==> config.mk <==
export PLATFORM = sky130hd
export DESIGN_NAME = salamander_romport_arbiter
export DESIGN_NICKNAME = d
export VERILOG_FILES = /design/src/rtl/salamander_romport_arbiter.sv
export SDC_FILE = /design/constraint.sdc
export NUM_CORES = 1
export LEC_CHECK = 0
export CAP_MARGIN = 20
export CORE_MARGIN = 2
export CORE_UTILIZATION = 40
export DETAILED_ROUTE_END_ITERATION = 16
export PLACE_DENSITY = 0.68
export SKIP_CTS_REPAIR_TIMING = 1
export SLEW_MARGIN = 20
export SYNTH_ARGS = -nofsm -noshare
export SYNTH_HDL_FRONTEND = slang
export SYNTH_SLANG_ARGS = --single-unit
==> constraint.sdc <==
create_clock -name i_EMU_MCLK -period 1.8 [get_ports i_EMU_MCLK]
set_clock_uncertainty 0.05 [all_clocks]
set_input_delay 0.36 -clock i_EMU_MCLK [delete_from_list [all_inputs] [get_ports i_EMU_MCLK]]
set_output_delay 0.36 -clock i_EMU_MCLK [all_outputs]
set_load 0.01 [all_outputs]
==> src/rtl/salamander_romport_arbiter.sv <==
// salamander_romport_arbiter: round-robin share of one ROM read port between prog, data and sound requesters.
// Optional SALAMANDER_ROMARB_CACHE_EN adds a one-entry address tag per requester to skip repeat fetches.
module salamander_romport_arbiter #(
  parameter logic [18:0] PROG_BASE = 19'h00000,
  parameter logic [18:0] DATA_BASE = 19'h20000,
  parameter logic [18:0] SND_BASE  = 19'h40000
) (
  input  logic        i_EMU_MCLK,
  input  logic        i_EMU_INITRST_n,
  input  logic [15:0] i_PROGROM_ADDR,
  input  logic        i_PROGROM_RDRQ,
  output logic [15:0] o_PROGROM_DATA,
  output logic        o_PROGROM_RDY,
  input  logic [16:0] i_DATAROM_ADDR,
  input  logic        i_DATAROM_RDRQ,
  output logic [15:0] o_DATAROM_DATA,
  output logic        o_DATAROM_RDY,
  input  logic [14:0] i_SNDROM_ADDR,
  input  logic        i_SNDROM_RDRQ,
  output logic [7:0]  o_SNDROM_DATA,
  output logic        o_SNDROM_RDY,
  output logic [18:0] o_MEM_ADDR,
  output logic        o_MEM_RD,
  input  logic        i_MEM_ACK,
  input  logic [15:0] i_MEM_DATA
);
  typedef enum logic {IDLE, BUSY} state_t;
  state_t state_q, state_d;
  logic [2:0] rdrq, rq_q, rise, hit, fast, arm, clr, set, pend_q, pend_d, rdy_q, rdy_d;
  logic [2:0][16:0] cur, addr_q, addr_d;
  logic [1:0] gnt_q, gnt_d, c0, c1, c2, pick;
  logic live_q, live_d, sel_q, sel_d, mem_rd_q, mem_rd_d, ack, grant;
  logic [18:0] mem_addr_q, mem_addr_d, maddr;
  logic [15:0] pdata_q, pdata_d, ddata_q, ddata_d;
  logic [7:0] sdata_q, sdata_d;
  assign rdrq  = {i_SNDROM_RDRQ, i_DATAROM_RDRQ, i_PROGROM_RDRQ};
  assign cur   = {{2'b0, i_SNDROM_ADDR}, i_DATAROM_ADDR, {1'b0, i_PROGROM_ADDR}};
  assign rise  = rdrq & ~rq_q;
  assign arm   = rise & ~hit;
  assign ack   = state_q == BUSY && i_MEM_ACK;
  assign grant = state_q == IDLE && |pend_q;
  // gnt_q doubles as the last-grant pointer; search starts just after it
  assign c0    = gnt_q == 2'd2 ? 2'd0 : gnt_q + 2'd1;
  assign c1    = c0 == 2'd2 ? 2'd0 : c0 + 2'd1;
  assign c2    = c1 == 2'd2 ? 2'd0 : c1 + 2'd1;
  assign pick  = pend_q[c0] ? c0 : pend_q[c1] ? c1 : c2;
  assign maddr = pick == 2'd0 ? PROG_BASE + {2'b0, addr_q[0]} :
                 pick == 2'd1 ? DATA_BASE + {2'b0, addr_q[1]} : SND_BASE + {3'b0, addr_q[2][16:1]};
  always_comb begin
    state_d    = state_q;
    mem_rd_d   = mem_rd_q;
    mem_addr_d = mem_addr_q;
    gnt_d      = gnt_q;
    sel_d      = sel_q;
    clr        = '0;
    set        = '0;
    live_d     = live_q & rdrq[gnt_q];
    if (grant) begin
      state_d    = BUSY;
      mem_rd_d   = 1'b1;
      mem_addr_d = maddr;
      gnt_d      = pick;
      sel_d      = addr_q[2][0];
      clr[pick]  = 1'b1;
      live_d     = rdrq[pick];
    end else if (ack) begin
      state_d    = IDLE;
      mem_rd_d   = 1'b0;
      set[gnt_q] = live_d;
    end
    for (int i = 0; i < 3; i++) addr_d[i] = arm[i] ? cur[i] : addr_q[i];
    pend_d  = (pend_q & ~clr) | arm;
    rdy_d   = rdrq & (rdy_q | set | fast);
    pdata_d = ack && gnt_q == 2'd0 ? i_MEM_DATA : pdata_q;
    ddata_d = ack && gnt_q == 2'd1 ? i_MEM_DATA : ddata_q;
    sdata_d = ack && gnt_q == 2'd2 ? (sel_q ? i_MEM_DATA[7:0] : i_MEM_DATA[15:8]) : sdata_q;
  end
  always_ff @(posedge i_EMU_MCLK or negedge i_EMU_INITRST_n)
    if (!i_EMU_INITRST_n) begin
      state_q    <= IDLE;
      rq_q       <= '0;
      pend_q     <= '0;
      rdy_q      <= '0;
      addr_q     <= '0;
      gnt_q      <= 2'd2;
      live_q     <= 1'b0;
      sel_q      <= 1'b0;
      mem_rd_q   <= 1'b0;
      mem_addr_q <= '0;
      pdata_q    <= '0;
      ddata_q    <= '0;
      sdata_q    <= '0;
    end else begin
      state_q    <= state_d;
      rq_q       <= rdrq;
      pend_q     <= pend_d;
      rdy_q      <= rdy_d;
      addr_q     <= addr_d;
      gnt_q      <= gnt_d;
      live_q     <= live_d;
      sel_q      <= sel_d;
      mem_rd_q   <= mem_rd_d;
      mem_addr_q <= mem_addr_d;
      pdata_q    <= pdata_d;
      ddata_q    <= ddata_d;
      sdata_q    <= sdata_d;
    end
`ifdef SALAMANDER_ROMARB_CACHE_EN
  logic [2:0] tv_q, hit_q;
  logic [2:0][16:0] tag_q;
  logic [16:0] gaddr_q;
  always_comb begin
    hit = '0;
    for (int i = 0; i < 3; i++) hit[i] = rise[i] & tv_q[i] & (tag_q[i] == cur[i]);
  end
  assign fast = hit_q;
  // an abandoned fetch still overwrites the data register, so it must invalidate the tag
  always_ff @(posedge i_EMU_MCLK or negedge i_EMU_INITRST_n)
    if (!i_EMU_INITRST_n) begin
      tv_q    <= '0;
      hit_q   <= '0;
      tag_q   <= '0;
      gaddr_q <= '0;
    end else begin
      hit_q <= hit;
      if (grant) gaddr_q <= addr_q[pick];
      if (ack) begin
        tv_q[gnt_q]  <= live_d;
        tag_q[gnt_q] <= gaddr_q;
      end
    end
`else
  assign hit  = '0;
  assign fast = '0;
`endif
  assign o_PROGROM_DATA = pdata_q;
  assign o_PROGROM_RDY  = rdy_q[0];
  assign o_DATAROM_DATA = ddata_q;
  assign o_DATAROM_RDY  = rdy_q[1];
  assign o_SNDROM_DATA  = sdata_q;
  assign o_SNDROM_RDY   = rdy_q[2];
  assign o_MEM_ADDR     = mem_addr_q;
  assign o_MEM_RD       = mem_rd_q;
endmodule

==> run metrics <==
Pleak=about 3.2 nW; clock buffer depth=2; largest net degree at the start of global routing=approximately 40; vias in the first global route=approximately 4000; mapped cell area=5140 µm²; nets@finish=~630; design area=around 7700 µm²; Crit. End Element=register; # diodes=0; TritonCTS clock tree=done; CP peak stage delay=between 0.6 and 0.7 ns; Die Span Y=about 120 µm; CP max FO=7; CP Data Required Time=around 2 ns; EDFF count, synth=0; CTS buffer count=17; min-delay src=o_MEM_ADDR[16]$_DFFE_PN0P_; drt wl/cell=approximately 17 µm; Synth warnings=0; RSZ-0062 raised after global routing=yes; crit path time final=around 1.8 ns; GRT overflow=0; Via-to-Cell Ratio=~5.2; Setup crit end=rdy_q[1]$_DFF_PN0_; Die W=117 µm; Seq. cell area=between 3000 and 4000 µm²; DR pass1 iterations=5; CP startpoint kind=register; min setup slack post-route=around 0.034 ns; setup violators final=0; row cnt=a little over 40; Cell Pwr Density=approximately 1700 nW/µm²; DRC=0; FF+latch count, synth=roughly 120; Worst R2R Start=gnt_q[1]$_DFFE_PN1P_; P&R area growth vs syn=49.1%; post-route ant nets=0; Starting Density=about two fifths; Max Cap Viol=0; CTS clk-pin slew, worst paths=roughly 0.05 ns; die area=approximately 14000 µm²; IO Count=around 130; Mapped Cells=~400; R2R Setup Slk=0.03 ns; H-tree depth=4; first-pass GRT wire length=roughly 21000 µm; CP max stage cell=dfstp_2; number of port buffers=between 100 and 150; GRT Util Overall=a little under a fifth; CP top delay family=flip-flops; Final Hold Fails=0; hpwl dp=8960 µm; core area=12600 µm²; Multi-input gate area=between 1500 and 2000 µm²; fin. max-slew vios=0; Synth area leader=dfrtp_1; Setup crit start=gnt_q[1]$_DFFE_PN1P_; top post-synthesis cells by area=dfrtp_1 58%, mux2_2 16%, mux2_4 2.9%, a41oi_1 2.6%, nand2_1 2.3%; root buffer cell=clkbuf_16; Mapped Nets=about 460; DP Area=between 6000 and 7000 µm²; Mean Syn Cell Area=between 10 and 15 µm²; FILL cells=between 1000 and 1500; HP Class=reg -> reg; Setup WS pre-CTS=-0.0829 ns; ys flop type=dfrtp_1; WS Path Type=reg -> reg; Vias=3842; f_max=around 0.57 GHz; Yosys top cell area share=about three fifths; clock latency on the worst-skew pair=0.41 ns; initial antenna violation count=0; Seq/Total Area, Yosys=between 50 and 60%; Buf+Inv Stages, Crit Path=1; slew at the pin closest to its max-slew limit=between 0.6 and 0.7 ns; WP data arrival=approximately 2 ns; share of layout cells above drive strength 1=between 20% and 30%; ys async rst share=between 90% and 100%; Crit path depth=5; status=complete, no violations; final wirelength=approximately 13000 µm; Max-slew headroom=approximately 54%; CTS sink cnt=roughly 120; Max VDD drop=roughly 0.00078 V; worst-path cell chain=buf_4 -> mux2_2 -> a32o_1 -> a41oi_1 -> nor2b_1; Cell variety after synth=40; routability cong.=a little under 0.8; Worst Reg-to-Reg Cells=5; final worst-path cycle share=a little over nine tenths; DRT iter0 DRCs=about 250; FF-to-FF End=rdy_q[1]$_DFF_PN0_
-- routing by layer --
metal	GRT usage [%]	wire length (µm)	vias up
li1	-	-	1750
met1	24.4	5510	1924
met2	31.5	6310	155
met3	5.59	841	13
met4	6.55	178	0
met5	0	0	-
-- synth_stat cells, types with 2 or more instances --
library cell / number
nor2b_1: 10
buf_2: 15
mux2_4: 10
buf_6: 4
a41oi_1: 15
mux2_2: 71
dfrtp_1: 120
a32o_1: 2
nor3b_1: 2
o21ai_0: 21
nand2b_1: 2
a21o_1: 2
mux2i_1: 10
nor3_2: 2
nand4_1: 2
nand2_1: 31
nor2_1: 23
a21oi_1: 7
buf_4: 4
o21ai_1: 2
nand3_1: 5
a31oi_1: 16
-- worst min-delay path by stage --
stage | slack [ns] | cells after the start | endpoint
after floorplan | 0.01 | 0 | addr_q[0]$_DFFE_PN0P_
after detailed placement | 0.27 | 1 | o_MEM_ADDR[18]$_DFFE_PN0P_
final | 0.43 | 2 | o_MEM_ADDR[16]$_DFFE_PN0P_
after CTS | -0.16 | 1 | addr_q[8]$_DFFE_PN0P_
after global routing | 0.46 | 2 | addr_q[11]$_DFFE_PN0P_
after global placement | 0.27 | 1 | pend_q[0]$_DFF_PN0_
-- worst min-delay path, delay by kind of cell, from the launching register on --
kind / cells / cell delay (ns)
DFF: 1 / 0.35
and+or+nand+nor: 2 / 0.09
-- placed cells by master (no fill, tap or decap), drive strengths merged, types with 5 or more instances in the layout --
master,count
dfrtp,120
bufinv,5
o21ai,23
nor2b,10
clkdlybuf4s50,130
nand2,32
nor2,24
nand3,6
buf,40
a21oi,7
clkinv,5
mux2,81
a41oi,15
mux2i,10
clkbuf,19
a31oi,16
-- layout make-up --
cell class | count | share of cell area [%]
sequential | 121 | 39.5
clock buffer | 19 | 5.91
tap | 172 | 2.81
clock inverter | 13 | 2.84
timing repair buffer | 172 | 23.0
multi-input combinational | 246 | 25.8
inverter | 1 | 0.0490
-- state kept, by name (all words and copies together), names as in the netlist --
name            flops
gnt_q               2
pend_q              3
rdy_q               3
o_DATAROM_DATA     16
live_q              1
sel_q               1
o_SNDROM_DATA       8
o_PROGROM_DATA     16
state_q             1
o_MEM_ADDR         19
addr_q             48
rq_q                3
-- metrics by stage --
| step | hold WS, ns | std cells | setup TNS [ns] | total power, W | util, % |
|---|---|---|---|---|---|
| 4_1_cts | -0.162 | 734 | -0.410 | 0.0128 | 60.0 |
| 3_3_place_gp | 0.266 | 702 | -1.11 | 0.00884 | 54.6 |
| 6_report | 0.429 | 744 | 0 | 0.0130 | 60.9 |
| 3_5_place_dp | 0.272 | 702 | -2.12 | 0.00900 | 54.6 |
| 2_1_floorplan | 0.0144 | 394 | 0 | 0.00658 | - |
| 5_1_grt | 0.464 | 744 | -0.174 | 0.0137 | 60.9 |
-- kinds of logic (layout without fill, tap and decap cells) --
kind of cell	Yosys count	in the layout	share of synthesized area, %
DFF	121	121	59.0
muxes	91	91	20.4
and+or+nand+nor	84	84	7.96
AOI/OAI and AO/OA	71	71	9.40
buffers and inverters	27	205	3.24
-- power breakdown --
part | switching [W] | internal (W) | total, W
logic | 0.00213 | 0.00285 | 0.00498
clock network | 0.00123 | 0.00254 | 0.00378
registers | 0.000599 | 0.00364 | 0.00424
Power figures use the tool's default switching activity.
